<file path="src/rtl/captura_operandos.sv">
// Operand capture: consumes keypad events one at a time, builds decimal operands A and B,
// and hands both to the arithmetic stage in binary over a valid/ack handshake.
module captura_operandos #(
   parameter int DIGITS = 3,
   parameter int BIN_W  = 10
) (
   input  logic                  clk,
   input  logic                  rst_n,
   input  logic                  key_valid,
   input  logic [3:0]            key_num,
   input  logic                  key_clear,
   input  logic                  key_save,
   output logic                  key_ack,
   output logic [BIN_W-1:0]      op_a,
   output logic [BIN_W-1:0]      op_b,
   output logic                  ops_valid,
   input  logic                  ops_ack,
   output logic [4*DIGITS-1:0]   entry_bcd,
   output logic [2:0]            entry_cnt,
   output logic [1:0]            phase
);

   localparam int BCD_W = 4 * DIGITS;

   localparam logic [1:0] ST_ENTER_A = 2'd0;
   localparam logic [1:0] ST_ENTER_B = 2'd1;
   localparam logic [1:0] ST_DONE    = 2'd2;

   logic [1:0]       state_q, state_d;
   logic             ack_q, ack_d;
   logic [BIN_W-1:0] acc_q, acc_d;
   logic [BCD_W-1:0] bcd_q, bcd_d;
   logic [2:0]       cnt_q, cnt_d;
   logic [BIN_W-1:0] op_a_q, op_a_d;
   logic [BIN_W-1:0] op_b_q, op_b_d;
   logic             vld_q, vld_d;

   logic done_ack;
   logic accept;
   logic is_digit;
   logic entry_empty;
   logic entry_full;

   // A consumer ack in DONE takes precedence; the pending key waits one edge.
   assign done_ack    = (state_q == ST_DONE) && ops_ack;
   assign accept      = key_valid && !ack_q && !done_ack;
   assign is_digit    = (key_num <= 4'd9);
   assign entry_empty = (cnt_q == 3'd0);
   assign entry_full  = (cnt_q >= 3'(DIGITS));

   always_comb begin
      state_d = state_q;
      ack_d   = 1'b0;
      acc_d   = acc_q;
      bcd_d   = bcd_q;
      cnt_d   = cnt_q;
      op_a_d  = op_a_q;
      op_b_d  = op_b_q;
      vld_d   = vld_q;

      if (done_ack) begin
         vld_d   = 1'b0;
         op_a_d  = '0;
         op_b_d  = '0;
         state_d = ST_ENTER_A;
      end else if (accept) begin
         ack_d = 1'b1;
         if (key_clear) begin
            case (state_q)
               ST_ENTER_A: begin
                  acc_d = '0;
                  bcd_d = '0;
                  cnt_d = '0;
               end
               ST_ENTER_B: begin
                  if (!entry_empty) begin
                     acc_d = '0;
                     bcd_d = '0;
                     cnt_d = '0;
                  end else begin
                     op_a_d  = '0;
                     state_d = ST_ENTER_A;
                  end
               end
               ST_DONE: begin
                  op_a_d  = '0;
                  op_b_d  = '0;
                  vld_d   = 1'b0;
                  state_d = ST_ENTER_A;
               end
               default: state_d = ST_ENTER_A;
            endcase
         end else if (key_save) begin
            if (!entry_empty && (state_q == ST_ENTER_A)) begin
               op_a_d  = acc_q;
               acc_d   = '0;
               bcd_d   = '0;
               cnt_d   = '0;
               state_d = ST_ENTER_B;
            end else if (!entry_empty && (state_q == ST_ENTER_B)) begin
               op_b_d  = acc_q;
               acc_d   = '0;
               bcd_d   = '0;
               cnt_d   = '0;
               vld_d   = 1'b1;
               state_d = ST_DONE;
            end
         end else if (is_digit && !entry_full && (state_q != ST_DONE)) begin
            acc_d = acc_q * BIN_W'(10) + BIN_W'(key_num);
            bcd_d = (bcd_q << 4) | BCD_W'(key_num);
            cnt_d = cnt_q + 3'd1;
         end
      end
   end

   always_ff @(posedge clk or negedge rst_n) begin
      if (!rst_n) begin
         state_q <= ST_ENTER_A;
         ack_q   <= 1'b0;
         acc_q   <= '0;
         bcd_q   <= '0;
         cnt_q   <= '0;
         op_a_q  <= '0;
         op_b_q  <= '0;
         vld_q   <= 1'b0;
      end else begin
         state_q <= state_d;
         ack_q   <= ack_d;
         acc_q   <= acc_d;
         bcd_q   <= bcd_d;
         cnt_q   <= cnt_d;
         op_a_q  <= op_a_d;
         op_b_q  <= op_b_d;
         vld_q   <= vld_d;
      end
   end

   assign key_ack   = ack_q;
   assign op_a      = op_a_q;
   assign op_b      = op_b_q;
   assign ops_valid = vld_q;
   assign entry_bcd = bcd_q;
   assign entry_cnt = cnt_q;
   assign phase     = state_q;

endmodule

</file>
<file path="config.mk">
export PLATFORM = sky130hd
export DESIGN_NAME = captura_operandos
export DESIGN_NICKNAME = d
export VERILOG_FILES = /design/src/rtl/captura_operandos.sv
export SDC_FILE = /design/constraint.sdc
export NUM_CORES = 1
export LEC_CHECK = 0
export ABC_AREA = 1
export ABC_CLOCK_PERIOD_IN_PS = 2100
export CAP_MARGIN = 20
export CELL_PAD_IN_SITES_DETAIL_PLACEMENT = 0
export CELL_PAD_IN_SITES_GLOBAL_PLACEMENT = 1
export CORE_MARGIN = 5
export CORE_UTILIZATION = 36
export CTS_BUF_LIST = sky130_fd_sc_hd__clkbuf_8
export CTS_CLUSTER_SIZE = 16
export DETAILED_ROUTE_END_ITERATION = 8
export PLACE_DENSITY_LB_ADDON = 0.1
export SLEW_MARGIN = 20
export SYNTH_ARGS = -nofsm -noshare
export SYNTH_HDL_FRONTEND = slang
export SYNTH_SLANG_ARGS = --single-unit
</file>
<file path="constraint.sdc">
create_clock -name clk -period 2.1 [get_ports clk]
set_input_delay 0.42 -clock clk [delete_from_list [all_inputs] [get_ports clk]]
set_output_delay 0.42 -clock clk [all_outputs]
set_load 0.05 [all_outputs]
</file>
==> metrics.csv <==
stage,metric,value,unit
worst_setup_path,arrival,2.24,ns
synthesis,synth-seq-area-share,43.90,%
die,core_region_area,7331,µm²
power,power_leakage,1.842,nW
worst_setup_path,start_kind,flip-flop,
min_path,min-delay-path-class,in2async,
power,p_per_area,1661,nW/µm²
clock_tree,cts_inserted_buffers,5,
global_route,grt_use_total,13.77,%
synthesis,synth_area,2736,µm²
synthesis,synth_seq_cells,48,
global_route,grt_pass1_vias,2377,
worst_setup_path,worstSetupEndpointType,flip-flop,
synthesis,synth_area_leader_cell,dfrtp_1,
clock_tree,insertion_delay,0.30,ns
die,die-width,97.19,µm
global_route,grt-ovfl-total,0,
finish,drive_gt1_share,16.58,%
drt,wl_per_cell,12.11,µm
run_status,status,"finished, final reports clean",
place,gp_congestion,0.7817,
worst_setup_path,cp_data_required_time,2.30,ns
finish,nets,435,
die,ioPinCount,49,
worst_setup_path,cpPeakStageDelay,0.39,ns
drt,route.detailed.drc,0,
clock_tree,cts_buffer_depth,2,
timing,max-slew-margin-rel,63.06,%
clock_tree,clkTransAtPathRegs,0.09,ns
clock_tree,cts-hold-fix-buffers,0,
synthesis,synth_area_per_cell,8.193,µm²
job,maxCapViolCount,0,
die,core.rowCount,31,
clock_tree,root_buffer,clkbuf_8,
clock_tree,cts_tree,yes,
timing,worstMarginPinSlew,0.5540,ns
timing,setup_violations,0,
global_route,antenna_found_initial,0,
synthesis,syn_inst,334,
worst_setup_path,path_cells,ha_1 -> ha_2 -> fa_2 -> xnor2_2 -> nor2_4 -> or2_2 -> nand3_1 -> nand2_1,
drt,drtPass1Iterations,4,
timing,hold_viol,0,
drt,initialDrtViolationCount,57,
die,initial_core_util,37.33,%
timing,rsz0062_at_grt,yes,
finish,antennaDiodeCount,0,
timing,setup_ws,0.05844,ns
worst_setup_path,slowest_stage,dfrtp_1,
timing,clock.fmax,489.8,MHz
drt,via_per_inst,4.485,
place,hpwlAfterDp,4818,µm
synthesis,synth_top_area_share,43.90,%
clock_tree,cts_sinks,48,
timing,finalClockSkew,0.007509,ns
drt,vias,2256,
worst_setup_path,path_buf_inv,0,
timing,slew_violations,0,
drt,totalWireLength,6093,µm
worst_setup_path,cp_top_family,adder cells,
finish,syn_to_final_growth,32.51,%
synthesis,synth.area.top_cells,"dfrtp_1, nand2_1, ha_1",
die,dieArea,9445,µm²
drt,drtAntennaViolNets,0,
worst_setup_path,critical_path_class,reg2reg,
worst_setup_path,cp_max_fo,3,
synthesis,yosysWarnings,0,
power,total_power,6.021,mW
timing,period_share,97.22,%
global_route,grt_max_degree,27,
power,ir_worst_vdd,0.5730,mV
place,pre_cts_ws,-0.3386,ns
global_route,grt_pass1_wl,10950,µm
timing,fin_crit,2.042,ns
place,numPortBuffers,48,
die,fp.dieH,97.19,µm
clock_tree,htreeDepth,2,
synthesis,yosysUniqueCellTypes,30,
synthesis,mappedNetlistNets,366,
-- cell usage in the layout (no fill, tap or decap), drive strengths merged --
master / instances
clkdlybuf4s50: 46
clkinv: 1
nand4: 3
nand2: 130
nand3b: 3
ha: 20
buf: 22
inv: 34
o21ai: 28
xnor2: 1
clkbuf: 5
dlymetal6s2s: 1
or2: 3
fa: 2
dfrtp: 48
nor2: 23
nor3: 2
clkinvlp: 1
a21oi: 11
o21a: 1
xor2: 1
nand3: 18
-- power by group --
group	internal [mW]	leakage, nW	switching, mW
Sequential	1.29	0.638	0.268
Combinational	1.46	1.16	2.44
Clock	0.237	0.0445	0.324
-- layout make-up --
type	instances	area [µm²]
Clock buffer	5	68.82
Clock inverter	3	21.27
Fill cell	723	3705
Inverter	33	126.4
Multi-Input combinational cell	246	1399
Sequential cell	48	1201
Tap cell	99	123.9
Timing Repair Buffer	69	685.7
-- worst paths after layout --
| path | start | end | slack [ns] | depth (start not counted) |
|---|---|---|---|---|
| setup / recovery | acc_q[1] | acc_q[7] | 0.06 | 8 |
| hold / removal | rst_n | key_ack | 0.1 | 1 |
| setup reg to reg | acc_q[1] | acc_q[7] | 0.06 | 8 |
| hold reg to reg | entry_bcd[10] | entry_bcd[10] | 0.48 | 2 |
| max in group asynchronous | rst_n | op_a[1] | 1.48 | 2 |
| min in group clk | key_num[1] | entry_bcd[1] | 0.44 | 3 |
-- synthesized netlist by cell type (all sizes together) --
cell	count
a21oi	11
buf	7
dfrtp	48
fa	2
ha	20
inv	33
nand2	130
nand3	18
nand3b	3
nand4	3
nor2	23
nor3	2
o21a	1
o21ai	28
or2	3
xnor2	1
xor2	1
-- repair_timing --
item / CTS / global route
gates resized for setup: 4 / 9
setup endpoints to repair: 1 / 4
setup buffers: 1 / 0
pin swaps: 4 / 9
-- stage by stage --
stage / hold slack [ns] / setup TNS [ns] / std cells / utilization (%) / cell area (µm²)
floorplan: 0.1244 / 0 / 334 / - / 2746
global placement: 0.4556 / -0.5139 / 494 / 47.52 / 3483
detailed placement: 0.4562 / -0.5490 / 494 / 47.52 / 3483
CTS: 0.1172 / 0 / 503 / 49.02 / 3593
global route: 0.1372 / -0.09374 / 503 / 49.46 / 3626
finish: 0.09657 / 0 / 503 / 49.46 / 3626
-- layer usage --
metal | part of all wire (%) | routed length, µm | vias to the layer above | GRT usage (%)
met4 | 0.44 | 27 | 0 | 2.916
met3 | 4.5 | 277 | 2 | 3.374
li1 | - | - | 1197 | -
met2 | 45 | 2767 | 35 | 22.19
met5 | 0 | 0 | - | 0
met1 | 50 | 3020 | 1022 | 18.80
-- sequential cells by signal, summed over array words and instances, names as in the netlist --
register and count:
acc_q 10, entry_bcd 11, entry_cnt 3, key_ack 1
op_a 10, op_b 10, ops_valid 1, phase 2
-- logic make-up after synthesis --
group	Yosys count	share of synthesized area [%]
AND/OR/NAND/NOR	182	29.17
XOR/XNOR	2	0.6403
flip-flops	48	43.90
adder cells (fa/ha/maj)	22	10.61
AO/OA/AOI/OAI	40	8.780
buffers and inverters	40	6.904
No activity file was read; power rests on OpenSTA's default activity.
